[config.mk]
export PLATFORM = sky130hd
export DESIGN_NAME = uba_intack
export DESIGN_NICKNAME = d
export VERILOG_FILES = /design/src/rtl/uba_intack.sv
export SDC_FILE = /design/constraint.sdc
export NUM_CORES = 1
export LEC_CHECK = 0
export ABC_CLOCK_PERIOD_IN_PS = 2800
export CORE_MARGIN = 8
export CORE_UTILIZATION = 40
export CTS_CLUSTER_DIAMETER = 80
export DETAILED_ROUTE_END_ITERATION = 6
export PLACE_DENSITY = 0.83
export SLEW_MARGIN = 20
export SYNTH_ARGS = -nofsm -noshare
export SYNTH_HDL_FRONTEND = slang
export SYNTH_SLANG_ARGS = --single-unit
[constraint.sdc]
create_clock -name clk -period 2.8 [get_ports clk]
set_input_delay 0.84 -clock clk [delete_from_list [all_inputs] [get_ports clk]]
set_output_delay 0.84 -clock clk [all_outputs]
set_load 0.005 [all_outputs]
[src/rtl/uba_intack.sv]
// Interrupt acknowledge arbiter for the Unibus adapter.
// On a CPU "who are you" read it picks the highest-priority eligible device
// request, acknowledges it, waits up to 64 cycles for the device vector and
// returns that vector (or a no-vector indication) to the CPU.
module uba_intack (
  input  logic         clk,
  input  logic         rst,
  input  logic         wruREAD,
  input  logic [2:0]   ackPI,
  input  logic [2:0]   statPIH,
  input  logic [2:0]   statPIL,
  input  logic [7:4]   devINTR [1:4],
  output logic [1:4]   devACKO,
  output logic [7:4]   devACKBR,
  input  logic [1:4]   devVACK,
  input  logic [18:35] devVECT [1:4],
  output logic [0:35]  busVECT,
  output logic         busVALID,
  output logic         busNOVECT
);

  typedef enum logic [1:0] {StIdle, StArb, StAck, StDone} stateE;

  stateE       stateQ, stateD;
  logic [2:0]  ackPiQ, ackPiD;
  // Winner encoding: device index 0..3 = device 1..4, level index 0..3 = BR4..BR7.
  logic [1:0]  winDevQ, winDevD;
  logic [1:0]  winLvlQ, winLvlD;
  logic [5:0]  cntQ, cntD;
  logic        novectQ, novectD;
  logic [0:35] vectD;

  logic [1:4]  ackoD;
  logic [7:4]  ackbrD;
  logic        validD;
  logic        novOutD;

  logic        hiEn, loEn;
  logic        found;
  logic [1:0]  arbDev, arbLvl;
  logic        winVack;
  logic [18:35] winVect;

  // Priority arbitration over all eligible requests: BR7 first, device 1 first.
  always_comb begin
    hiEn   = (statPIH == ackPiQ) && (ackPiQ != 3'd0);
    loEn   = (statPIL == ackPiQ) && (ackPiQ != 3'd0);
    found  = 1'b0;
    arbDev = 2'd0;
    arbLvl = 2'd0;
    for (int l = 7; l >= 4; l--) begin
      for (int d = 1; d <= 4; d++) begin
        if (!found && devINTR[d][l] && ((l >= 6) ? hiEn : loEn)) begin
          found  = 1'b1;
          arbDev = 2'(d - 1);
          arbLvl = 2'(l - 4);
        end
      end
    end
  end

  // Select the latched winner's vector-valid and vector; other devices are ignored.
  always_comb begin
    winVack = 1'b0;
    winVect = '0;
    unique case (winDevQ)
      2'd0: begin winVack = devVACK[1]; winVect = devVECT[1]; end
      2'd1: begin winVack = devVACK[2]; winVect = devVECT[2]; end
      2'd2: begin winVack = devVACK[3]; winVect = devVECT[3]; end
      2'd3: begin winVack = devVACK[4]; winVect = devVECT[4]; end
      default: begin winVack = 1'b0; winVect = '0; end
    endcase
  end

  // Next-state and datapath update logic.
  always_comb begin
    stateD  = stateQ;
    ackPiD  = ackPiQ;
    winDevD = winDevQ;
    winLvlD = winLvlQ;
    cntD    = cntQ;
    novectD = novectQ;
    vectD   = busVECT;
    unique case (stateQ)
      StIdle: begin
        if (wruREAD) begin
          ackPiD = ackPI;
          stateD = StArb;
        end
      end
      StArb: begin
        if (found) begin
          winDevD = arbDev;
          winLvlD = arbLvl;
          cntD    = 6'd0;
          novectD = 1'b0;
          stateD  = StAck;
        end else begin
          novectD = 1'b1;
          vectD   = '0;
          stateD  = StDone;
        end
      end
      StAck: begin
        // A vector arriving on the last counted cycle still wins over the timeout.
        if (winVack) begin
          novectD = 1'b0;
          vectD   = {18'b0, winVect};
          stateD  = StDone;
        end else if (cntQ == 6'd63) begin
          novectD = 1'b1;
          vectD   = '0;
          stateD  = StDone;
        end else begin
          cntD = cntQ + 6'd1;
        end
      end
      StDone: begin
        stateD = StIdle;
      end
      default: begin
        stateD = StIdle;
      end
    endcase
  end

  // Output decode from the next state so every output comes straight from a flop.
  always_comb begin
    ackoD   = '0;
    ackbrD  = '0;
    validD  = 1'b0;
    novOutD = 1'b0;
    if (stateD == StAck) begin
      ackoD  = 4'b1000 >> winDevD;
      ackbrD = 4'b0001 << winLvlD;
    end
    if (stateD == StDone) begin
      validD  = 1'b1;
      novOutD = novectD;
    end
  end

  // State register; reset clears everything, including in-flight acknowledges.
  always_ff @(posedge clk or negedge rst) begin
    if (!rst) begin
      stateQ  <= StIdle;
      ackPiQ  <= 3'd0;
      winDevQ <= 2'd0;
      winLvlQ <= 2'd0;
      cntQ    <= 6'd0;
      novectQ <= 1'b0;
    end else begin
      stateQ  <= stateD;
      ackPiQ  <= ackPiD;
      winDevQ <= winDevD;
      winLvlQ <= winLvlD;
      cntQ    <= cntD;
      novectQ <= novectD;
    end
  end

  // Registered bus and acknowledge outputs.
  always_ff @(posedge clk or negedge rst) begin
    if (!rst) begin
      devACKO   <= '0;
      devACKBR  <= '0;
      busVECT   <= '0;
      busVALID  <= 1'b0;
      busNOVECT <= 1'b0;
    end else begin
      devACKO   <= ackoD;
      devACKBR  <= ackbrD;
      busVECT   <= vectD;
      busVALID  <= validD;
      busNOVECT <= novOutD;
    end
  end

endmodule

==> results of run 1 <==
==> worst max-delay path, stage by stage <==
cell and delay [ns]:
clkdlybuf4s50_1 0.42, or3_4 0.37, or3_4 0.37, a211oi_2 0.25
a22oi_1 0.12, o221a_2 0.32, nor4_4 0.24
==> per-stage QoR <==
stage / instance area (um^2) / util / power (W) / setup TNS (ns)
final: 4560 / 0.674 / 0.00406 / 0
after global placement: 4330 / 0.641 / 0.00335 / -10.95
after CTS: 4490 / 0.665 / 0.00401 / 0
after floorplan: 2860 / - / 0.00237 / 0
after detailed placement: 4330 / 0.641 / 0.00344 / -13.64
after global routing: 4560 / 0.674 / 0.00434 / -0.0168
==> cells in the final DEF (no fill, tap or decap), types with 6 or more instances in the layout <==
cell type and n:
clkdlybuf4s50_1 119, dfrtp_1 44, buf_4 36, nand2_1 25
mux4_2 19, o21ai_0 19, nand3_1 19, conb_1 18
nor2_1 13, inv_1 8, dlygate4sd2_1 6
==> final cells by class <==
cell class              count  area share
well taps                  80      0.0220
repair buffers            170       0.353
clock inverters             3     0.00934
multi-input cells         199       0.352
flip-flops and latches     44       0.242
clock buffers               5      0.0151
inverters                   8     0.00659
==> state kept, by name, indices dropped and copies added (netlist names) <==
| signal | cells |
|---|---|
| ackPiQ | 3 |
| busNOVECT | 1 |
| busVALID | 1 |
| busVECT | 18 |
| cntQ | 6 |
| devACKBR | 4 |
| devACKO | 4 |
| novectQ | 1 |
| stateQ | 2 |
| winDevQ | 2 |
| winLvlQ | 2 |
==> logic make-up after synthesis <==
logic type      Yosys count  share of synthesized area
xor+xnor                 10                     0.0314
fa+ha+maj                 5                     0.0224
flops                    44                      0.394
buf+inv                  43                     0.0847
compound gates           49                      0.116
other cells               1                    0.00134
mux                      24                      0.173
simple gates             93                      0.177
==> repair_timing <==
action | CTS | global route
buffers inserted | 3 | 1
gates resized for setup | 17 | 18
cloned | 0 | 0
endpoints found under the setup margin | 32 | 27
pin swaps | 11 | 11
==> metal layers <==
metal / share of wire / wire length, um / vias up
met5: 0 / 0 / -
met3: 0.057 / 533 / 17
met1: 0.39 / 3660 / 1315
li1: - / - / 1267
met4: 0.025 / 232 / 0
met2: 0.53 / 5000 / 117
==> final timing paths <==
check / to / slack (ns) / cells after the start
worst min-delay path: busVECT[33]$_DFFE_PN0P_ / 0.43 / 1
max in group asynchronous: winLvlQ[1]$_DFF_PN0_ / 1.68 / 2
worst max-delay path: devACKO[2]$_DFF_PN0_ / 0.06 / 7
worst max register to register: devACKO[2]$_DFF_PN0_ / 0.35 / 8
worst min register to register: busVECT[33]$_DFFE_PN0P_ / 0.48 / 2
min in group clk: busVECT[33]$_DFFE_PN0P_ / 0.48 / 2
==> where the power goes <==
| part | total (W) | internal (W) | switching, W | leakage (nW) |
|---|---|---|---|---|
| registers | 0.00106 | 0.000900 | 0.000162 | 0.587 |
| clock network | 0.000484 | 0.000264 | 0.000220 | 0.0541 |
| logic | 0.00252 | 0.00131 | 0.00121 | 1.31 |
| total | 0.00406 | 0.00248 | 0.00159 | 1.95 |
==> flow_summary.yaml, run 1 <==
floorplan:
  io_pins: 150
  die_w_um: 99.5
  design.core.area_mm2: 0.00676
  die_area_mm2: 0.00991
  start_util: 0.413
  rows: 30
  die_h_um: 99.5
clock_tree:
  clk_pin_slew_ns: 0.08
  cts_tree: "done"
  clockRootBuffer: "clkbuf_8"
  ctsLongestPathBuffers: 2
  clock_sinks: 44
  postCtsHoldBufs: 0
  numCtsBuffers: 5
  cts-htree-levels: 2
  clk_latency_ns: 0.29
job:
  cap_violations: 0
critical_path:
  cp.required_ns: 3.01
  crit_start: "devINTR[10]"
  r2r-start: "ackPiQ[0]$_DFFE_PN0P_"
  worstPathArrival_ns: 2.94
  critPathMaxFanout: 5
  startpoint_type: "input pin"
  cp-end-kind: "flip-flop"
  crit_type: "in -> reg"
global_routing:
  grt_pass1_vias: 3064
  grt_max_degree: 37
  grt_overflow: 0
  antenna_found_initial: 0
  gr-usage-met3: 0.0328
  grt_pass1_wl_mm: 15.1
  grt-busiest-layer: "met2"
  grt_util_met2: 0.350
  grt_usage: 0.189
  use_met1: 0.210
placement:
  place_inst: 497
  pre_cts_slack_ns: -0.480
  io_buffer_count: 131
  dpl.hpwl_mm: 7.67
  gp_congestion: 0.887
final_layout:
  n_antenna_cell: 0
  drive_gt1_frac: 0.219
  area_growth_pct: 63.2
  final-seq-area_mm2: 0.00110
  fin_cells: 509
  multi_input_area_mm2: 0.00160
  fillers: 534
  layout.nets: 537
outcome:
  status: "complete, no violations"
route:
  vias_per_cell: 5.34
  firstDrtPassIters: 5
  post_drt_wl_per_cell_um: 18.5
  dr.first_iter.drc_count: 140
  ant_nets: 0
  num_vias: 2716
  finalWirelength_mm: 9.42
  drc: 0
pwr:
  ir_worst_vdd_uv: 496
  p_leak_nw: 1.95
  p_per_area_mw_per_mm2: 892
sta:
  setup_viol: 0
  finClkSkew_ns: 0.00567
  worst_pin_slew_ns: 0.486
  slew_viol_final: 0
  hold_viol_final: 0
  setup_ws_ns: 0.0627
  period_minus_slack_ns: 2.74
  slew-limit-headroom: 0.667
  fin_hold_ws_ns: 0.433
  min_period_over_period: 0.978
  max_freq_mhz: 365
  rsz0062_at_grt: "true"
synth:
  synth.cell_area_mm2: 0.00279
  yosysWarnings: 0
  synth_ff_type: "dfrtp_1"
  synthArstFlopShare: 1.00
  ys_types: 49
  synth_area_leaders: "dfrtp_1 39%, mux4_2 15%, buf_4 4.8%"
  synth-edff-count: 0
  ys_ff_latch: 44
  postSynthAreaPerCell_um2: 10.4
  post-synth-top-count-cell: "dfrtp_1"
  synth_top_cell_by_area: "dfrtp_1"
  yosysSeqAreaShare: 0.394
  synth_top_area_share: 0.394
  synthTopCellsByCount: "44 x dfrtp_1, 25 x nand2_1, 21 x o21ai_0"
  syn_inst: 269
worst_hold_path:
  hp-class: "in -> async"
No activity file was read; power rests on OpenSTA's default activity.
==> run 2, diff against run 1 <==
--- a/config.mk
+++ b/config.mk
@@ -11,6 +11,7 @@
 export CTS_CLUSTER_DIAMETER = 80
 export DETAILED_ROUTE_END_ITERATION = 6
 export PLACE_DENSITY = 0.83
+export RECOVER_POWER = 100
 export SLEW_MARGIN = 20
 export SYNTH_ARGS = -nofsm -noshare
 export SYNTH_HDL_FRONTEND = slang
==> flow_summary.yaml, run 2 (synthesis gave the netlist of run 1 again) <==
pwr:
  p_leak_nw: 2.03
  p_per_area_mw_per_mm2: 866
  ir_worst_vdd_uv: 414
global_routing:
  grt_usage: 0.189
  grt_max_degree: 37
  grt_pass1_vias: 3064
  grt_pass1_wl_mm: 15.1
  antenna_found_initial: 0
  grt_overflow: 0
critical_path:
  worstPathArrival_ns: 2.95
  crit_slowest_cell: "clkdlybuf4s50_1"
  crit_buf_inv: 1
  cp_cell_sequence: "clkdlybuf4s50_1 -> or3_4 -> or3_4 -> a211oi_2 -> a22oi_1 -> o221a_2 -> nor4_4"
  cpMostUsedCell: "or3_4"
  cp-end-kind: "flip-flop"
  critPathMaxFanout: 5
  cp_top_family: "simple AND/OR/NAND/NOR gates"
  slowest_delay_ns: 0.42
  startpoint_type: "input pin"
  crit_type: "in -> reg"
  cp.required_ns: 3.01
clock_tree:
  ctsLongestPathBuffers: 2
  cts-htree-levels: 2
  numCtsBuffers: 5
  clockRootBuffer: "clkbuf_8"
  clk_pin_slew_ns: 0.08
  cts_tree: "done"
  clk_latency_ns: 0.29
  clock_sinks: 44
final_layout:
  n_antenna_cell: 0
  layout.nets: 537
  final_cell_mix: "90 x clkdlybuf4s50_1, 44 x dfrtp_1, 33 x buf_4"
  regMostFlops: "busVECT"
  largest_reg_flops: 18
  reg.largest.list: "busVECT: 18 flops, cntQ: 6 flops"
  final_common_cell: "clkdlybuf4s50_1"
  drive_gt1_frac: 0.205
  area_growth_pct: 62.1
  final_util: 0.670
route:
  firstDrtPassIters: 4
  num_vias: 2705
  finalWirelength_mm: 9.40
  ant_nets: 0
  vias_per_cell: 5.31
  post_drt_wl_per_cell_um: 18.5
  dr.first_iter.drc_count: 138
  drc: 0
outcome:
  status: "complete, no violations"
sta:
  slew-limit-headroom: 0.483
  min_period_over_period: 0.981
  worst_pin_slew_ns: 0.775
  setup_viol: 0
  period_minus_slack_ns: 2.75
  fin_hold_ws_ns: 0.479
  finClkSkew_ns: 0.00481
  max_freq_mhz: 364
  rsz0062_at_grt: "true"
  hold_viol_final: 0
  slew_viol_final: 0
floorplan:
  die_area_mm2: 0.00991
  rows: 30
  start_util: 0.413
  io_pins: 150
  design.core.area_mm2: 0.00676
  die_w_um: 99.5
  die_h_um: 99.5
worst_hold_path:
  hp-class: "reg -> reg"
placement:
  io_buffer_count: 131
  gp_congestion: 0.887
  dpl.hpwl_mm: 7.67
job:
  cap_violations: 0
-- run 2: cell types whose count changed in the layout (fill, tap and decap cells not counted), moves of 2 or more --
cell             delta
dlygate4sd3_1      +29
clkdlybuf4s50_1    -29
clkbuf_1            +2
buf_4               -3
nor3_2              -2
nor3_1              +2
-- run 2: path summary, 6_finish.rpt --
check / endpoint / start / cells past startpoint / slack (ns)
min: busVECT[33]$_DFFE_PN0P_ / busVECT[33]$_DFFE_PN0P_ / 2 / 0.48
max reg2reg: devACKO[2]$_DFF_PN0_ / ackPiQ[0]$_DFFE_PN0P_ / 8 / 0.34
max: devACKO[2]$_DFF_PN0_ / devINTR[10] / 7 / 0.05
min reg2reg: busVECT[33]$_DFFE_PN0P_ / busVECT[33]$_DFFE_PN0P_ / 2 / 0.48
max in group asynchronous: winLvlQ[1]$_DFF_PN0_ / rst / 2 / 1.03
min in group asynchronous: busVECT[33]$_DFFE_PN0P_ / rst / 1 / 0.59
-- run 2: through the flow --
stage / cells / cell area, um^2 / power [W] / setup slack, ns / setup TNS [ns]
2_1_floorplan: 286 / 2860 / 0.00237 / 0.0867 / 0
4_1_cts: 508 / 4490 / 0.00401 / 0.00431 / 0
6_report: 509 / 4530 / 0.00392 / 0.0543 / 0
5_1_grt: 509 / 4530 / 0.00420 / -0.0168 / -0.0168
3_5_place_dp: 497 / 4330 / 0.00344 / -0.480 / -13.64
3_3_place_gp: 497 / 4330 / 0.00335 / -0.405 / -10.95
-- run 2: metal layers --
layer | GRT usage | up-vias | part of all wire
met5 | 0 | - | 0
met4 | 0.0733 | 0 | 0.024
met3 | 0.0328 | 15 | 0.058
met2 | 0.350 | 118 | 0.53
met1 | 0.210 | 1301 | 0.39
li1 | - | 1271 | -
-- run 2: area by class of cell --
type	count	area [um^2]
Inverter	8	30.0
Fill cell	541	2230
Clock inverter	3	42.5
Multi-Input combinational cell	199	1590
Tap cell	80	100
Sequential cell	44	1100
Clock buffer	5	68.8
Timing Repair Buffer	170	1590
-- run 2: tightest hold or removal path: stages, from the launching register on --
cell and delay [ns]:
dfrtp_1 0.34, nand2_1 0.04, o21ai_0 0.06
-- run 2: power breakdown --
group | leakage, nW | internal, W | total (W) | switching, W
sequential | 0.587 | 0.000900 | 0.00105 | 0.000153
combinational | 1.39 | 0.00119 | 0.00238 | 0.00119
clock | 0.0541 | 0.000264 | 0.000485 | 0.000221
total | 2.03 | 0.00236 | 0.00392 | 0.00156
-- run 2: timing repair --
| action | in CTS | in global routing |
|---|---|---|
| hold buffers | 0 | 0 |
| pin swaps | 11 | 11 |
| setup endpoints to repair | 32 | 27 |
| setup buffers | 3 | 1 |
| resized for setup | 17 | 18 |
==> edit, RTL diff (flow settings as in run 2) <==
Re-encode `stateE` (4 states) as one-hot, 4 bits wide.
--- a/src/rtl/uba_intack.sv
+++ b/src/rtl/uba_intack.sv
@@ -21,3 +21,3 @@
 
-  typedef enum logic [1:0] {StIdle, StArb, StAck, StDone} stateE;
+  typedef enum logic [3:0] {StIdle = 4'b0001, StArb = 4'b0010, StAck = 4'b0100, StDone = 4'b1000} stateE;
 
Behaviour: same outputs for any inputs over 10 cycles, from zero or initial values and one cycle with rst low; not proved beyond that.
==> edit against run 2 <==
The flow now finishes with violations (max-capacitance violations, max-slew violations); worst setup slack better by 23 ps; count of clock-buffer cells in the layout up 1; clock skew up 3.2 ps; critical path depth up 1; global-route usage down 2.1 points; critical endpoint is now devACKBR[4]; first-iteration DRC count down 54%; final area down 6.5%; total power down 34%; largest cell class unchanged; wire length down 15%; area after synthesis down 7.2%; sequential cell count up 1.
==> edit: results (changes against run 2) <==
Final Max Tran Viols = 35 (+35)
Comb pwr share = 46.4% (-14 points)
Layout clock area frac = 2.632% (+0.17 points)
Slowest-stage cell, CP = or4_4
Worst hold stages = 1 (-1)
DR iter-0 viols = 64 (-54%)
Via density = 5.125 (-3.6%)
Synth unique cells = 47 (-4.1%)
Seq pwr = 0.000910 W (-13%)
Most instantiated cells after synthesis = 44 x dfrtp_1, 20 x buf_4, 19 x mux4_2, 18 x a22o_1, 14 x nor2_1
Post-Place Setup Slack = -314.5 ps (+165.4 ps)
Failing checks = max-capacitance violations, max-slew violations
Post-DR wirelength/cell = 17.59 um (-4.8%)
Worst r2r dst = devACKBR[4]
Largest net degree at the start of global routing = 35 (-5.4%)
Non-clock buffers = 160 (-5.9%)
Internal reg-to-reg setup slack = 650 ps (+310 ps)
Clock skew = 7.970 ps (+3.162 ps)
Status = finished with violations
Max_cap viols = 1 (+1)
Critical R2R Launch = ackPiQ[2]
First-pass GRT wire length = 12210 um (-19%)
Switching share of total power = 31.93% (-7.9 points)
Leak = 1.912 nW (-5.7%)
NumNets Final = 482 (-10%)
Hold Startpoint = busVECT[22]
Nonclk inv count = 7 (-1)
Crit. Startpoint = statPIH[1]
Share of layout cells above drive strength 1 = 17.46% (-3.1 points)
Final WS setup = 77.33 ps (+23.00 ps)
-- edit: changes by cell type after synthesis, moves of 3 or more --
cell / change
nand2_1: -14
a22o_1: +18
nand3_1: -16
xnor2_1: -3
clkbuf_1: -4
buf_2: -5
o31ai_1: -3
xor2_1: +3
ha_1: -4
a21oi_1: -3
o21ai_0: -13
-- edit: logic make-up after synthesis --
| kind of cell | synth area share, % |
|---|---|
| other | 0.1447 |
| and+or+nand+nor | 13.09 |
| DFF | 43.51 |
| muxes | 18.59 |
| AOI/OAI and AO/OA | 12.80 |
| xor gates and xnor gates | 3.380 |
| buffers and inverters | 8.015 |
| adders and majority gates | 0.4828 |
-- edit: layer usage --
layer | wire (um) | track usage (%) | vias up | part of all wire (%)
met5 | 0 | 0 | - | 0
met4 | 95 | 5.170 | 0 | 1.2
met3 | 603 | 4.328 | 9 | 7.5
met2 | 4356 | 29.71 | 76 | 54
met1 | 2946 | 19.46 | 1139 | 37
li1 | - | - | 1108 | -
